**src/rtl/idma_rd_2d_cmd_gen_if.sv**
```systemverilog
// Descriptor, read-command and status bundle between the 2-D read sequencer
// (master) and the channel/control environment (slave).
interface idma_rd_2d_cmd_gen_if #(
  parameter int unsigned AXI_ADDR_WID = 32,
  parameter int unsigned ROW_CNT_WID  = 16
);
  localparam int unsigned WORD_WID = 32;

  logic                    cfg_start;
  logic [AXI_ADDR_WID-1:0] cfg_base_addr;
  logic [WORD_WID-1:0]     cfg_row_words;
  logic [AXI_ADDR_WID-1:0] cfg_row_stride;
  logic [ROW_CNT_WID-1:0]  cfg_row_cnt;
  logic                    cfg_abort;
  logic                    rd_req;
  logic [AXI_ADDR_WID-1:0] rd_addr;
  logic [WORD_WID-1:0]     rd_num;
  logic                    rd_addr_ready;
  logic                    rd_data_hs;
  logic                    busy;
  logic                    done;
  logic                    cfg_err;

  modport master (
    input  cfg_start, cfg_base_addr, cfg_row_words, cfg_row_stride, cfg_row_cnt, cfg_abort,
    input  rd_addr_ready, rd_data_hs,
    output rd_req, rd_addr, rd_num, busy, done, cfg_err
  );

  modport slave (
    output cfg_start, cfg_base_addr, cfg_row_words, cfg_row_stride, cfg_row_cnt, cfg_abort,
    output rd_addr_ready, rd_data_hs,
    input  rd_req, rd_addr, rd_num, busy, done, cfg_err
  );
endinterface

```
**src/rtl/idma_rd_2d_cmd_gen.sv**
```systemverilog
// 2-D read command sequencer: one rd_req per row of a strided descriptor, bounded
// rows in flight, beat counting on returned data, done pulse after the last beat.
module idma_rd_2d_cmd_gen #(
  parameter int unsigned AXI_ADDR_WID = 32,
  parameter int unsigned ROW_CNT_WID  = 16,
  parameter int unsigned MAX_OUTSTD   = 4
) (
  input logic                  aclk,
  input logic                  aresetn,
  idma_rd_2d_cmd_gen_if.master cmd
);

  localparam int unsigned WORD_WID = 32;
  localparam logic [ROW_CNT_WID-1:0] MAX_OUT = ROW_CNT_WID'(MAX_OUTSTD);

  typedef enum logic [1:0] {
    S_IDLE  = 2'd0,
    S_ISSUE = 2'd1,
    S_DRAIN = 2'd2,
    S_DONE  = 2'd3
  } state_e;

  state_e state_q, state_d;

  logic [AXI_ADDR_WID-1:0] rd_addr_q;
  logic [AXI_ADDR_WID-1:0] stride_q;
  logic [WORD_WID-1:0]     rd_num_q;
  logic [WORD_WID-1:0]     beat_cnt_q;
  logic [ROW_CNT_WID-1:0]  row_cnt_q;
  logic [ROW_CNT_WID-1:0]  issued_q;
  logic [ROW_CNT_WID-1:0]  issued_inc;
  logic [ROW_CNT_WID-1:0]  drained_q;
  logic [ROW_CNT_WID-1:0]  drained_d;
  logic                    abort_q;
  logic                    busy_q;
  logic                    done_q;
  logic                    cfg_err_q;
  logic                    cfg_ok;
  logic                    start_acc;
  logic                    beat_act;
  logic                    row_done;
  logic                    push;

  assign cfg_ok     = (cmd.cfg_row_words != '0) && (cmd.cfg_row_cnt != '0);
  assign start_acc  = (state_q == S_IDLE) && cmd.cfg_start && cfg_ok;
  assign beat_act   = cmd.rd_data_hs && ((state_q == S_ISSUE) || (state_q == S_DRAIN));
  assign row_done   = beat_act && (beat_cnt_q == (rd_num_q - WORD_WID'(1)));
  assign drained_d  = drained_q + ROW_CNT_WID'(row_done);
  assign issued_inc = issued_q + ROW_CNT_WID'(1);

  // State register
  always_ff @(posedge aclk or negedge aresetn) begin
    if (!aresetn) begin
      state_q <= S_IDLE;
    end else begin
      state_q <= state_d;
    end
  end

  // Next state and push decision; outstanding check sees drained before this cycle's beat
  always_comb begin
    state_d = state_q;
    push    = 1'b0;
    case (state_q)
      S_IDLE: begin
        if (start_acc) state_d = S_ISSUE;
      end
      S_ISSUE: begin
        push = cmd.rd_addr_ready && ((issued_q - drained_q) < MAX_OUT) &&
               !abort_q && !cmd.cfg_abort;
        if (abort_q || cmd.cfg_abort) begin
          state_d = S_DRAIN;
        end else if (push && (issued_inc == row_cnt_q)) begin
          state_d = S_DRAIN;
        end
      end
      S_DRAIN: begin
        if (drained_d == issued_q) state_d = S_DONE;
      end
      S_DONE: begin
        state_d = S_IDLE;
      end
      default: begin
        state_d = S_IDLE;
      end
    endcase
  end

  // Descriptor latch, address walk and row/beat accounting
  always_ff @(posedge aclk or negedge aresetn) begin
    if (!aresetn) begin
      rd_addr_q  <= '0;
      stride_q   <= '0;
      rd_num_q   <= '0;
      row_cnt_q  <= '0;
      issued_q   <= '0;
      drained_q  <= '0;
      beat_cnt_q <= '0;
      abort_q    <= 1'b0;
    end else begin
      if (start_acc) begin
        rd_addr_q  <= cmd.cfg_base_addr;
        stride_q   <= cmd.cfg_row_stride;
        rd_num_q   <= cmd.cfg_row_words;
        row_cnt_q  <= cmd.cfg_row_cnt;
        issued_q   <= '0;
        drained_q  <= '0;
        beat_cnt_q <= '0;
      end else begin
        if (push) begin
          issued_q  <= issued_inc;
          rd_addr_q <= rd_addr_q + stride_q;
        end
        if (row_done) begin
          beat_cnt_q <= '0;
          drained_q  <= drained_d;
        end else if (beat_act) begin
          beat_cnt_q <= beat_cnt_q + WORD_WID'(1);
        end
      end
      if (state_q == S_IDLE) begin
        abort_q <= 1'b0;
      end else if (cmd.cfg_abort) begin
        abort_q <= 1'b1;
      end
    end
  end

  // Status flops; busy stays high through the done cycle
  always_ff @(posedge aclk or negedge aresetn) begin
    if (!aresetn) begin
      busy_q    <= 1'b0;
      done_q    <= 1'b0;
      cfg_err_q <= 1'b0;
    end else begin
      busy_q    <= (state_d != S_IDLE);
      done_q    <= (state_d == S_DONE);
      cfg_err_q <= cmd.cfg_start && ((state_q != S_IDLE) || !cfg_ok);
    end
  end

  assign cmd.rd_req  = push;
  assign cmd.rd_addr = rd_addr_q;
  assign cmd.rd_num  = rd_num_q;
  assign cmd.busy    = busy_q;
  assign cmd.done    = done_q;
  assign cmd.cfg_err = cfg_err_q;

endmodule
```
**src/flat_wrapper.sv**
```systemverilog
// flat-port wrapper written by rule: the top's interface ports become plain ports
module idma_rd_2d_cmd_gen_flat 
#(
  parameter int unsigned AXI_ADDR_WID = 32,
  parameter int unsigned ROW_CNT_WID  = 16,
  parameter int unsigned MAX_OUTSTD   = 4
)
  (aclk, aresetn, cmd_cfg_start, cmd_cfg_base_addr, cmd_cfg_row_words, cmd_cfg_row_stride, cmd_cfg_row_cnt, cmd_cfg_abort, cmd_rd_addr_ready, cmd_rd_data_hs, cmd_rd_req, cmd_rd_addr, cmd_rd_num, cmd_busy, cmd_done, cmd_cfg_err);
  idma_rd_2d_cmd_gen_if #(.AXI_ADDR_WID(AXI_ADDR_WID), .ROW_CNT_WID(ROW_CNT_WID)) cmd_i ();
  input logic aclk;
  input logic aresetn;
  input wire logic [$bits(cmd_i.cfg_start)-1:0] cmd_cfg_start;
  input wire logic [$bits(cmd_i.cfg_base_addr)-1:0] cmd_cfg_base_addr;
  input wire logic [$bits(cmd_i.cfg_row_words)-1:0] cmd_cfg_row_words;
  input wire logic [$bits(cmd_i.cfg_row_stride)-1:0] cmd_cfg_row_stride;
  input wire logic [$bits(cmd_i.cfg_row_cnt)-1:0] cmd_cfg_row_cnt;
  input wire logic [$bits(cmd_i.cfg_abort)-1:0] cmd_cfg_abort;
  input wire logic [$bits(cmd_i.rd_addr_ready)-1:0] cmd_rd_addr_ready;
  input wire logic [$bits(cmd_i.rd_data_hs)-1:0] cmd_rd_data_hs;
  output wire logic [$bits(cmd_i.rd_req)-1:0] cmd_rd_req;
  output wire logic [$bits(cmd_i.rd_addr)-1:0] cmd_rd_addr;
  output wire logic [$bits(cmd_i.rd_num)-1:0] cmd_rd_num;
  output wire logic [$bits(cmd_i.busy)-1:0] cmd_busy;
  output wire logic [$bits(cmd_i.done)-1:0] cmd_done;
  output wire logic [$bits(cmd_i.cfg_err)-1:0] cmd_cfg_err;
  assign cmd_i.cfg_start = cmd_cfg_start;
  assign cmd_i.cfg_base_addr = cmd_cfg_base_addr;
  assign cmd_i.cfg_row_words = cmd_cfg_row_words;
  assign cmd_i.cfg_row_stride = cmd_cfg_row_stride;
  assign cmd_i.cfg_row_cnt = cmd_cfg_row_cnt;
  assign cmd_i.cfg_abort = cmd_cfg_abort;
  assign cmd_i.rd_addr_ready = cmd_rd_addr_ready;
  assign cmd_i.rd_data_hs = cmd_rd_data_hs;
  assign cmd_rd_req = cmd_i.rd_req;
  assign cmd_rd_addr = cmd_i.rd_addr;
  assign cmd_rd_num = cmd_i.rd_num;
  assign cmd_busy = cmd_i.busy;
  assign cmd_done = cmd_i.done;
  assign cmd_cfg_err = cmd_i.cfg_err;
  idma_rd_2d_cmd_gen #(.AXI_ADDR_WID(AXI_ADDR_WID), .ROW_CNT_WID(ROW_CNT_WID), .MAX_OUTSTD(MAX_OUTSTD)) u_core (.aclk(aclk), .aresetn(aresetn), .cmd(cmd_i));
endmodule
```
**config.mk**
```make
export PLATFORM = sky130hd
export DESIGN_NAME = idma_rd_2d_cmd_gen_flat
export DESIGN_NICKNAME = d
export VERILOG_FILES = /design/src/rtl/idma_rd_2d_cmd_gen_if.sv /design/src/rtl/idma_rd_2d_cmd_gen.sv /design/src/flat_wrapper.sv
export SDC_FILE = /design/constraint.sdc
export NUM_CORES = 1
export LEC_CHECK = 0
export CELL_PAD_IN_SITES_DETAIL_PLACEMENT = 1
export CELL_PAD_IN_SITES_GLOBAL_PLACEMENT = 1
export CORE_MARGIN = 2
export CORE_UTILIZATION = 41
export DETAILED_ROUTE_END_ITERATION = 8
export PLACE_DENSITY = 0.91
export SYNTH_ARGS = -nofsm -noshare
export SYNTH_HDL_FRONTEND = slang
export SYNTH_SLANG_ARGS = --single-unit
```
**constraint.sdc**
```tcl
create_clock -name aclk -period 6.3 [get_ports aclk]
set_clock_uncertainty 0.05 [all_clocks]
set_input_delay 1.26 -clock aclk [delete_from_list [all_inputs] [get_ports aclk]]
set_output_delay 1.26 -clock aclk [all_outputs]
set_load 0.005 [all_outputs]
```
---- Yosys cells after proc, flatten, opt, wreduce, memory -nomap -nowiden ----
Cells that the tools add are included.
word-level totals
  output and inout port bits .............. 68
  flip-flop bits (word level) ............. 182
  bits of input ports ..................... 118
  word-level logic and storage cells ...... 68
cells by class
  equality and inequality tests ........... 7
  multiplexer cells ....................... 17
  $lt $le $gt $ge ......................... 1
  reductions and logical operators ........ 25
  add/subtract/negate cells ............... 6
operators by type and width
  kind                                                                   count
  32-bit 2-to-1 mux                                                      5
  16-bit 2-to-1 mux                                                      4
  32-bit by 1-bit adder with 32-bit output, second input constant        1
  32-bit adder                                                           1
  16-bit == test                                                         2
  32-bit == test                                                         1
  32-bit nonzero test                                                    1
  32-bit by 1-bit subtractor with 32-bit output, second input constant   1
  16-bit by 1-bit adder with 16-bit output                               1
  16-bit by 1-bit adder with 16-bit output, second input constant        1
  16-bit by 3-bit < comparator with 1-bit output, second input constant  1
  16-bit nonzero test                                                    1
  16-bit subtractor                                                      1
  1-bit logical AND                                                      10
  2-bit nonzero test                                                     5
  2-bit 2-to-1 mux                                                       4
  2-bit one-hot mux with 4 select lines                                  1
  2-bit == test, second input constant                                   3
  1-bit logical NOT                                                      3
  1-bit logical OR                                                       3
  1-bit 2-to-1 mux                                                       3
  3-bit nonzero test                                                     1
  2-bit by 1-bit == test with 1-bit output, second input constant        1
  2-bit logical NOT                                                      1

---- Depth between registers and ports, before layout ----
Gate-level depths: netlist of run 1.
  word-level depth ........................ 10
  mapped depth ............................ 22
  depth with buffers taken out ............ 21

---- Worst setup path before layout of run 1 ----
OpenSTA, ideal clock, no wires.
  path kind ............................... register to register
  start ................................... register u_core.rd_num_q[2] (netlist: u_core.cmd.rd_num[2])
  end ..................................... register u_core.done_q (netlist: u_core.cmd.done)
  clock period less this slack ............ 5.464 ns
  library setup time ...................... 0.066 ns
  buffers on the path ..................... 2
  stages on the path, launching flop included .. 22
  slack ................................... 0.836 ns
  required time ........................... 6.184 ns
  arrival ................................. 5.348 ns
  cell sequence ........................... dfrtp_1 or4_1 buf_2 or2_1 buf_2 or4_4 mux2_2 mux2i_1 o22a_1 or4_1 inv_1 ha_1 ha_1 nand3_1 nor3_1 nand3_1 or3_1 xnor2_1 or4_1 o31ai_1 a21o_1 and2_1
between the ends
  word-level cells in the longest chain between the ends .. 8
RTL lines
  element                                        line                       RTL
  start: declaration                             idma_rd_2d_cmd_gen.sv:27   logic [WORD_WID-1:0] rd_num_q;
  start signal: assignment                       idma_rd_2d_cmd_gen.sv:104  rd_num_q <= cmd.cfg_row_words;
  32-bit by 1-bit subtractor with 32-bit output  idma_rd_2d_cmd_gen.sv:47   assign row_done = beat_act && (beat_cnt_q == (rd_num_q - WORD_WID'(1)));
  32-bit == test                                 idma_rd_2d_cmd_gen.sv:47
  1-bit logical AND                              idma_rd_2d_cmd_gen.sv:47
  16-bit by 1-bit adder with 16-bit output       idma_rd_2d_cmd_gen.sv:48   assign drained_d = drained_q + ROW_CNT_WID'(row_done);
  16-bit == test                                 idma_rd_2d_cmd_gen.sv:78   if (drained_d == issued_q) state_d = S_DONE;
  2-bit 2-to-1 mux                               idma_rd_2d_cmd_gen.sv:78
  2-bit one-hot mux with 4 select lines          idma_rd_2d_cmd_gen.sv:64   case (state_q)
  net u_core.state_d[0]                          idma_rd_2d_cmd_gen.sv:23   state_e state_q, state_d;
  2-bit == test                                  idma_rd_2d_cmd_gen.sv:137  done_q <= (state_d == S_DONE);
  end signal: assignment                         idma_rd_2d_cmd_gen.sv:137
  end: declaration                               idma_rd_2d_cmd_gen.sv:36   logic done_q;
The timed path passes the listed nets, and every way through them passes these cells.
A chain may end at the register's enable or synchronous reset.

---- Worst setup path after layout of run 1 ----
Same ends and word-level chain as after synthesis.

==> insert_results.sql, run 1 <==
INSERT INTO impl_metrics (metric_group, metric, value, unit) VALUES
('logic_synthesis', 'synth-seq-area-share', '35.6', '%'),
('finish', 'final.fill_count', '3649', ''),
('clocking', 'cts_sinks', '182', ''),
('logic_synthesis', 'synth_top_area_share', '35.6', '%'),
('clocking', 'post_cts_buffers', '0', ''),
('timing', 'setup_total_negative_slack', '0', 'ps'),
('setup_path', 'worst-endpoint-arrival', '6360', 'ps'),
('clocking', 'cts_tree', 'built', ''),
('setup_path', 'critical_path_end', 'u_core.cmd.done', ''),
('logic_synthesis', 'synth.area.top_cells', 'dfrtp_1, nand2_1, xnor2_1, ha_1, xor2_1', ''),
('timing', 'worst_slew_margin_rel', '50.1', '%'),
('route', 'number_of_antenna_violating_nets_in_the_routed_design', '0', ''),
('global_routing', 'grt_antenna_before_repair', '2', ''),
('global_routing', 'via_count_of_the_first_global_routing_pass', '14000', ''),
('clocking', 'cts_hold_repair.buffers', '0', ''),
('clocking', 'cts_inserted_buffers', '17', ''),
('route', 'postRouteWirelength', '46.6', 'mm'),
('status', 'run_status', 'completed', ''),
('finish', 'combined_flip_flop_and_latch_cell_area', '4550', 'sq um'),
('power', 'share_comb_of_total_power', '53.7', '%'),
('global_routing', 'grt_start_max_net_pins', '83', ''),
('logic_synthesis', 'netlist_area', '12800', 'sq um'),
('setup_path', 'timing.critical_path.slowest_stage_cell', 'or4_1', ''),
('timing', 'final.min_clock_period', '6020', 'ps'),
('floorplanning', 'placement_rows', '64', ''),
('setup_path', 'timing.rr.end', 'u_core.cmd.done', ''),
('logic_synthesis', 'yosys-top-cells-count', 'nand2_1, dfrtp_1, nor2_1', ''),
('route', 'post_drt_wl_per_cell', '21.6', 'um'),
('logic_synthesis', 'number_of_flops_mapped_to_enable_cells_by_yosys', '0', ''),
('finish', 'drive_above_1_share', '4.94', '%'),
('finish', 'area_delta_synth_final', '22.8', '%'),
('logic_synthesis', 'yosys_warnings', '0', ''),
('power', 'intPower', '3890', 'uW'),
('logic_synthesis', 'syn_avg_cell_area', '8.00', 'sq um'),
('finish', 'finalNetCount', '1921', ''),
('logic_synthesis', 'yosysTopAreaCell', 'dfrtp_1', ''),
('setup_path', 'worst-path-buf-inv', '2', ''),
('logic_synthesis', 'synth.ff_latch_count', '182', ''),
('timing', 'final_max_slew_viol_count', '0', ''),
('setup_path', 'worst-r2r-setup-slack', '280', 'ps'),
('setup_path', 'timing.critical_path.from', 'u_core.cmd.rd_num[2]', ''),
('setup_path', 'setup.worst_path.end_class', 'register', ''),
('logic_synthesis', 'synthesis.nets', '1771', ''),
('power', 'report.power.total', '7010', 'uW'),
('timing', 'layout_worst_path_cycle_share', '95.6', '%'),
('timing', 'final_hold_fails', '0', ''),
('setup_path', 'cell_count_along_the_critical_path', '20', ''),
('power', 'power_density', '447', 'nW/um^2'),
('placed_design', 'post-dp-hpwl', '33.4', 'mm'),
('power', 'clock_power_share', '17.6', '%'),
('power', 'p_switching', '3130', 'uW'),
('setup_path', 'path_common_cell', 'or4_1', ''),
('power', 'leakage_power', '0.00679', 'uW'),
('power', 'p_sw_share', '44.6', '%'),
('floorplanning', 'die-width', '181', 'um'),
('placed_design', 'finalWeightedCongestion', '0.903', ''),
('setup_path', 'worstPathCellList', 'or4_1 > or2_1 > or4_4 > mux2_2 > mux2i_1 > o22a_1 > or4_1 > inv_1 > ha_1 > ha_1 > nand3_1 > nor3_1 > buf_4 > nand3_1 > or3_1 > xnor2_1 > or4_1 > o31ai_1 > a21o_1 > and2_1', ''),
('timing', 'number_of_setup_violations_in_the_final_report', '0', ''),
('route', 'num_vias', '13200', ''),
('clocking', 'clockBufferDepth', '2', ''),
('clocking', 'worstSkewPairLatency', '460', 'ps'),
('logic_synthesis', 'postSynth.asyncResetShare', '100', '%'),
('floorplanning', 'design.portCount', '186', ''),
('logic_synthesis', 'synthFlopType', 'dfrtp_1', ''),
('setup_path', 'start_kind', 'register', ''),
('route', 'via_count_normalized_by_instance_count', '6.12', ''),
('setup_path', 'timing.critical_path.required', '6640', 'ps'),
('route', 'dr.pass1.iters', '5', ''),
('logic_synthesis', 'syn_inst', '1599', ''),
('setup_path', 'path_class', 'register to register', ''),
('job', 'maxCapViolCount', '0', '');
[final cells by class]
cell class / count / share of cell area, %
flip-flops and latches: 182 / 29.0
repair buffers: 208 / 12.9
multi-input cells: 1294 / 49.7
clock buffers: 19 / 2.76
inverters: 46 / 1.10
well taps: 396 / 3.16
clock inverters: 13 / 1.39
diodes: 1 / 0.0159
[stage by stage]
step	hold WS (ps)	setup WS, ps	cells
4_1_cts	436	200	2158
3_5_place_dp	418	140	2126
5_1_grt	462	-22.0	2158
6_report	437	279	2159
2_1_floorplan	400	836	1599
3_3_place_gp	414	329	2126
[routing by layer]
layer	global-route usage, %	vias up	routed length (um)
met5	0	-	0
met4	10.2	0	1560
met3	4.45	130	2520
met2	48.9	490	23000
met1	36.3	6659	19600
li1	-	5940	-
[worst reg2reg max path, delay by kind of cell, from the launching register on]
kind | cells | cell delay [ps]
compound gates | 3 | 750
xor+xnor | 1 | 140
fa+ha+maj | 2 | 420
buf+inv | 2 | 250
flops | 1 | 490
mux | 2 | 320
simple gates | 10 | 3530
[power by group through the flow]
stage                     clock network [uW]  registers [uW]  logic (uW)
after floorplan                            0            1860        2380
after global placement                     0            1970        3440
after detailed placement                   0            2000        3610
after CTS                               1240            2000        3730
after global routing                    1280            2070        4120
final                                   1230            2020        3770
[logic make-up (layout without fill, tap and decap cells)]
family	count (synthesis)	after routing	synth area share, %
flip-flops	182	182	35.6
XOR/XNOR	142	142	9.72
adder cells (fa/ha/maj)	54	54	5.34
buffers and inverters	123	286	3.77
multiplexers	13	13	1.08
AO/OA/AOI/OAI	306	306	15.5
other	0	1	0
AND/OR/NAND/NOR	779	779	29.0
[registers in the layout, indices dropped and copies added (netlist names)]
name / count
u_core.stride_q: 32
u_core.issued_q: 16
u_core.drained_q: 16
u_core.beat_cnt_q: 32
u_core.cmd.done: 1
u_core.cmd.cfg_err: 1
u_core.cmd.rd_addr: 32
u_core.cmd.busy: 1
u_core.cmd.rd_num: 32
u_core.row_cnt_q: 16
u_core.abort_q: 1
u_core.state_q: 2
[worst min path at each step]
stage	startpoint	slack [ps]	to	cells after the start
6_report	u_core.stride_q[27]	440	u_core.stride_q[27]	2
5_1_grt	u_core.stride_q[8]	460	u_core.stride_q[8]	2
3_3_place_gp	u_core.stride_q[11]	410	u_core.stride_q[11]	2
4_1_cts	u_core.stride_q[20]	440	u_core.stride_q[20]	2
2_1_floorplan	u_core.stride_q[0]	400	u_core.stride_q[0]	2
3_5_place_dp	u_core.stride_q[20]	420	u_core.stride_q[20]	2
[placed cells by master, fill, tap and decap left out, types with 7 or more instances in the layout]
| cell type | netlist | layout |
|---|---|---|
| nand2_1 | 347 | 346 |
| clkdlybuf4s50_1 | 0 | 184 |
| dfrtp_1 | 182 | 182 |
| nor2_1 | 119 | 118 |
| a21oi_1 | 89 | 89 |
| xnor2_1 | 79 | 79 |
| nand3_1 | 72 | 72 |
| xor2_1 | 63 | 63 |
| ha_1 | 53 | 53 |
| o21ai_0 | 52 | 52 |
| inv_1 | 46 | 46 |
| nor3_1 | 35 | 35 |
| nor4_1 | 34 | 31 |
| nand4_1 | 28 | 28 |
| or3_1 | 27 | 27 |
| a31oi_1 | 23 | 23 |
| buf_4 | 1 | 23 |
| a21o_1 | 20 | 20 |
| and3_1 | 17 | 17 |
| clkbuf_16 | 0 | 17 |
| o211ai_1 | 16 | 16 |
| or4_1 | 14 | 14 |
| nand2b_1 | 14 | 14 |
| nor2b_1 | 14 | 14 |
| o31ai_1 | 13 | 13 |
| or2_2 | 10 | 10 |
| o21a_1 | 10 | 10 |
| nor4b_1 | 9 | 9 |
| and2_1 | 9 | 9 |
| a211o_1 | 9 | 9 |
| a2111oi_0 | 8 | 8 |
| a211oi_1 | 7 | 7 |
| mux2i_1 | 7 | 7 |
(Power assumes the default switching activity.)
==> run 2, diff against run 1 <==
Settings changed: CORE_UTILIZATION 41 to 35, GPL_ROUTABILITY_DRIVEN set to 1, PLACE_DENSITY 0.91 to 0.81.
==> run 2 against run 1 <==
Effect of this change: utilization decreased by 7.9 points; sequential share of layout area about the same; die area up 17%; final area about the same; global-route usage fell by 5.0 points; final cell count is 3.3% higher; via count is 4.9% lower; critical path type is now primary input to output pin; highest routed layer is now met5.
==> insert_results.sql, run 2 (synthesis gave the netlist of run 1 again) <==
INSERT INTO impl_metrics (metric_group, metric, value, unit) VALUES
('status', 'run_status', 'completed', ''),
('clocking', 'cts_tree', 'built', ''),
('timing', 'max_slew.worst_pin.slew', '822', 'ps'),
('route', 'drt_drc', '0', ''),
('power', 'share_comb_of_total_power', '54.0', '%'),
('global_routing', 'grt_antenna_before_repair', '3', ''),
('setup_path', 'worst-endpoint-arrival', '4710', 'ps'),
('finish', 'most-common-layout-cells', 'nand2_1, clkdlybuf4s50_1, dfrtp_1', ''),
('worst_hold_path', 'timing.hold.worst.class', 'register to register', ''),
('setup_path', 'timing.critical_path.required', '4990', 'ps'),
('route', 'num_vias', '12600', ''),
('placed_design', 'finalWeightedCongestion', '0.866', ''),
('clocking', 'clockBufferDepth', '2', ''),
('floorplanning', 'die-width', '195', 'um'),
('clocking', 'cts_inserted_buffers', '17', ''),
('finish', 'finalInstanceArea', '15700', 'sq um'),
('floorplanning', 'design.portCount', '186', ''),
('clocking', 'worstSkewPairLatency', '450', 'ps'),
('placed_design', 'port_buffers', '185', ''),
('timing', 'final_max_slew_viol_count', '0', ''),
('setup_path', 'path_class', 'primary input to output pin', ''),
('global_routing', 'wire_length_of_the_first_global_routing_pass', '72.1', 'mm'),
('finish', 'area_delta_synth_final', '22.8', '%'),
('placed_design', 'post-dp-hpwl', '33.4', 'mm'),
('setup_path', 'critical_path_peak_fanout', '2', ''),
('timing', 'setup_total_negative_slack', '0', 'ps'),
('clocking', 'clock_pin_slew_worst_setup_and_hold_paths', '70', 'ps'),
('power', 'p_switching', '2960', 'uW'),
('floorplanning', 'die_area', '38100', 'sq um'),
('timing', 'final.min_clock_period', '6020', 'ps'),
('power', 'clock_power_share', '16.1', '%'),
('global_routing', 'grt_overflow_total', '0', ''),
('finish', 'final_core_utilization', '43.3', '%'),
('timing', 'layout_worst_path_cycle_share', '95.6', '%'),
('global_routing', 'groute.usage.overall', '23.5', '%'),
('timing', 'final_hold_fails', '0', ''),
('finish', 'leading_cell_type_in_the_layout_fill_and_taps_excluded', 'nand2_1', ''),
('finish', 'drive_above_1_share', '4.89', '%'),
('route', 'dr.pass1.iters', '5', ''),
('route', 'drt_iter0_drc', '628', ''),
('clocking', 'cts_htree_levels', '4', ''),
('finish', 'finalNetCount', '1920', ''),
('timing', 'worst_slew_margin_rel', '45.2', '%'),
('power', 'ir_worst_vdd', '210', 'uV'),
('route', 'post_drt_wl_per_cell', '19.9', 'um'),
('route', 'number_of_antenna_violating_nets_in_the_routed_design', '0', ''),
('power', 'p_sw_share', '44.1', '%'),
('timing', 'worst_case_hold_slack', '435', 'ps'),
('finish', 'finish.cell_count_without_fillers', '2230', ''),
('global_routing', 'via_count_of_the_first_global_routing_pass', '13400', ''),
('route', 'via_count_normalized_by_instance_count', '5.64', ''),
('route', 'postRouteWirelength', '44.4', 'mm'),
('placed_design', 'postPlaceCellArea', '15100', 'sq um'),
('power', 'seqPwrFrac', '29.9', '%'),
('timing', 'max_clock_freq', '166', 'MHz'),
('clocking', 'clock_tree.root_cell', 'clkbuf_16', ''),
('clocking', 'cts_hold_repair.buffers', '0', ''),
('power', 'leakage_power', '0.00675', 'uW'),
('floorplanning', 'floorplan_die_height', '195', 'um'),
('timing', 'number_of_setup_violations_in_the_final_report', '0', ''),
('finish', 'final.fill_count', '4415', ''),
('placed_design', 'place_inst', '2197', ''),
('setup_path', 'start_kind', 'primary input', ''),
('clocking', 'post_cts_buffers', '0', ''),
('global_routing', 'grt_start_max_net_pins', '82', ''),
('job', 'maxCapViolCount', '0', ''),
('floorplanning', 'core-area', '36300', 'sq um'),
('timing', 'grt_setup_unrepaired', 'false', ''),
('floorplanning', 'placement_rows', '70', ''),
('setup_path', 'setup.worst_path.end_class', 'output pin', ''),
('power', 'intPower', '3750', 'uW'),
('floorplanning', 'initial_core_utilization', '35.3', '%'),
('clocking', 'cts_sinks', '182', ''),
('power', 'power_density', '427', 'nW/um^2');
==> run 2: worst max-delay path, stage by stage <==
cell             delay, ps
clkdlybuf4s50_1        400
nor2_1                 150
nand4_1                 90
or4_1                  440
or4_1                  520
or4_1                  400
nor4_1                 460
and3_1                 410
clkdlybuf4s50_1        560
==> run 2: repair_timing <==
item	4_1_cts	5_1_grt
setup endpoints to repair	0	3
resized for setup	0	4
hold endpoints to repair	0	0
==> run 2: through the flow <==
stage	setup WS (ps)	power, uW
floorplan	836	4240
global placement	327	5450
CTS	298	6720
finish	277	6710
global route	96.7	7240
detailed placement	299	5580
==> run 2: cell type report <==
type                    instances  area [sq um]  share of cell area [%]
multi-input cells            1294          7800                    49.6
flip-flops and latches        182          4550                    29.0
repair buffers                207          2020                    12.9
well taps                     468           586                    3.73
clock buffers                  22           484                    3.08
inverters                      46           173                    1.10
clock inverters                 9          92.6                   0.589
diodes                          2          5.00                  0.0319
==> run 2: routing by layer <==
metal | vias to the layer above | wire length (um) | GRT usage, %
met2 | 285 | 21200 | 39.7
met3 | 72 | 1640 | 3.14
met1 | 6268 | 20200 | 31.0
li1 | 5943 | - | -
met4 | 2 | 1270 | 8.06
met5 | - | 13 | 0
==> run 2: power by group through the flow <==
stage                     Clock [uW]  Combinational [uW]  Sequential, uW
final                           1080                3620            2010
after global routing            1140                4030            2070
after CTS                       1100                3620            2000
after detailed placement           0                3560            2010
after global placement             0                3460            1990
after floorplan                    0                2380            1860
==> run 2: path summary, 6_finish.rpt <==
check                                      from                    to  slack (ps)  depth (start not counted)
setup reg to reg           u_core.cmd.rd_num[2]       u_core.cmd.done         440                         19
max in group asynchronous               aresetn   u_core.issued_q[12]        4050                          2
hold / removal              u_core.stride_q[22]   u_core.stride_q[22]         440                          2
setup / recovery                  cmd_cfg_abort            cmd_rd_req         280                          9
hold reg to reg             u_core.stride_q[22]   u_core.stride_q[22]         440                          2
min in group asynchronous               aresetn  u_core.cmd.rd_num[5]         760                          1
==> run 3, diff against run 2 <==
Settings changed: CAP_MARGIN set to 10.
==> results of run 3 <==
Same layout as run 2: the final DEF is identical, and so are final timing and power.
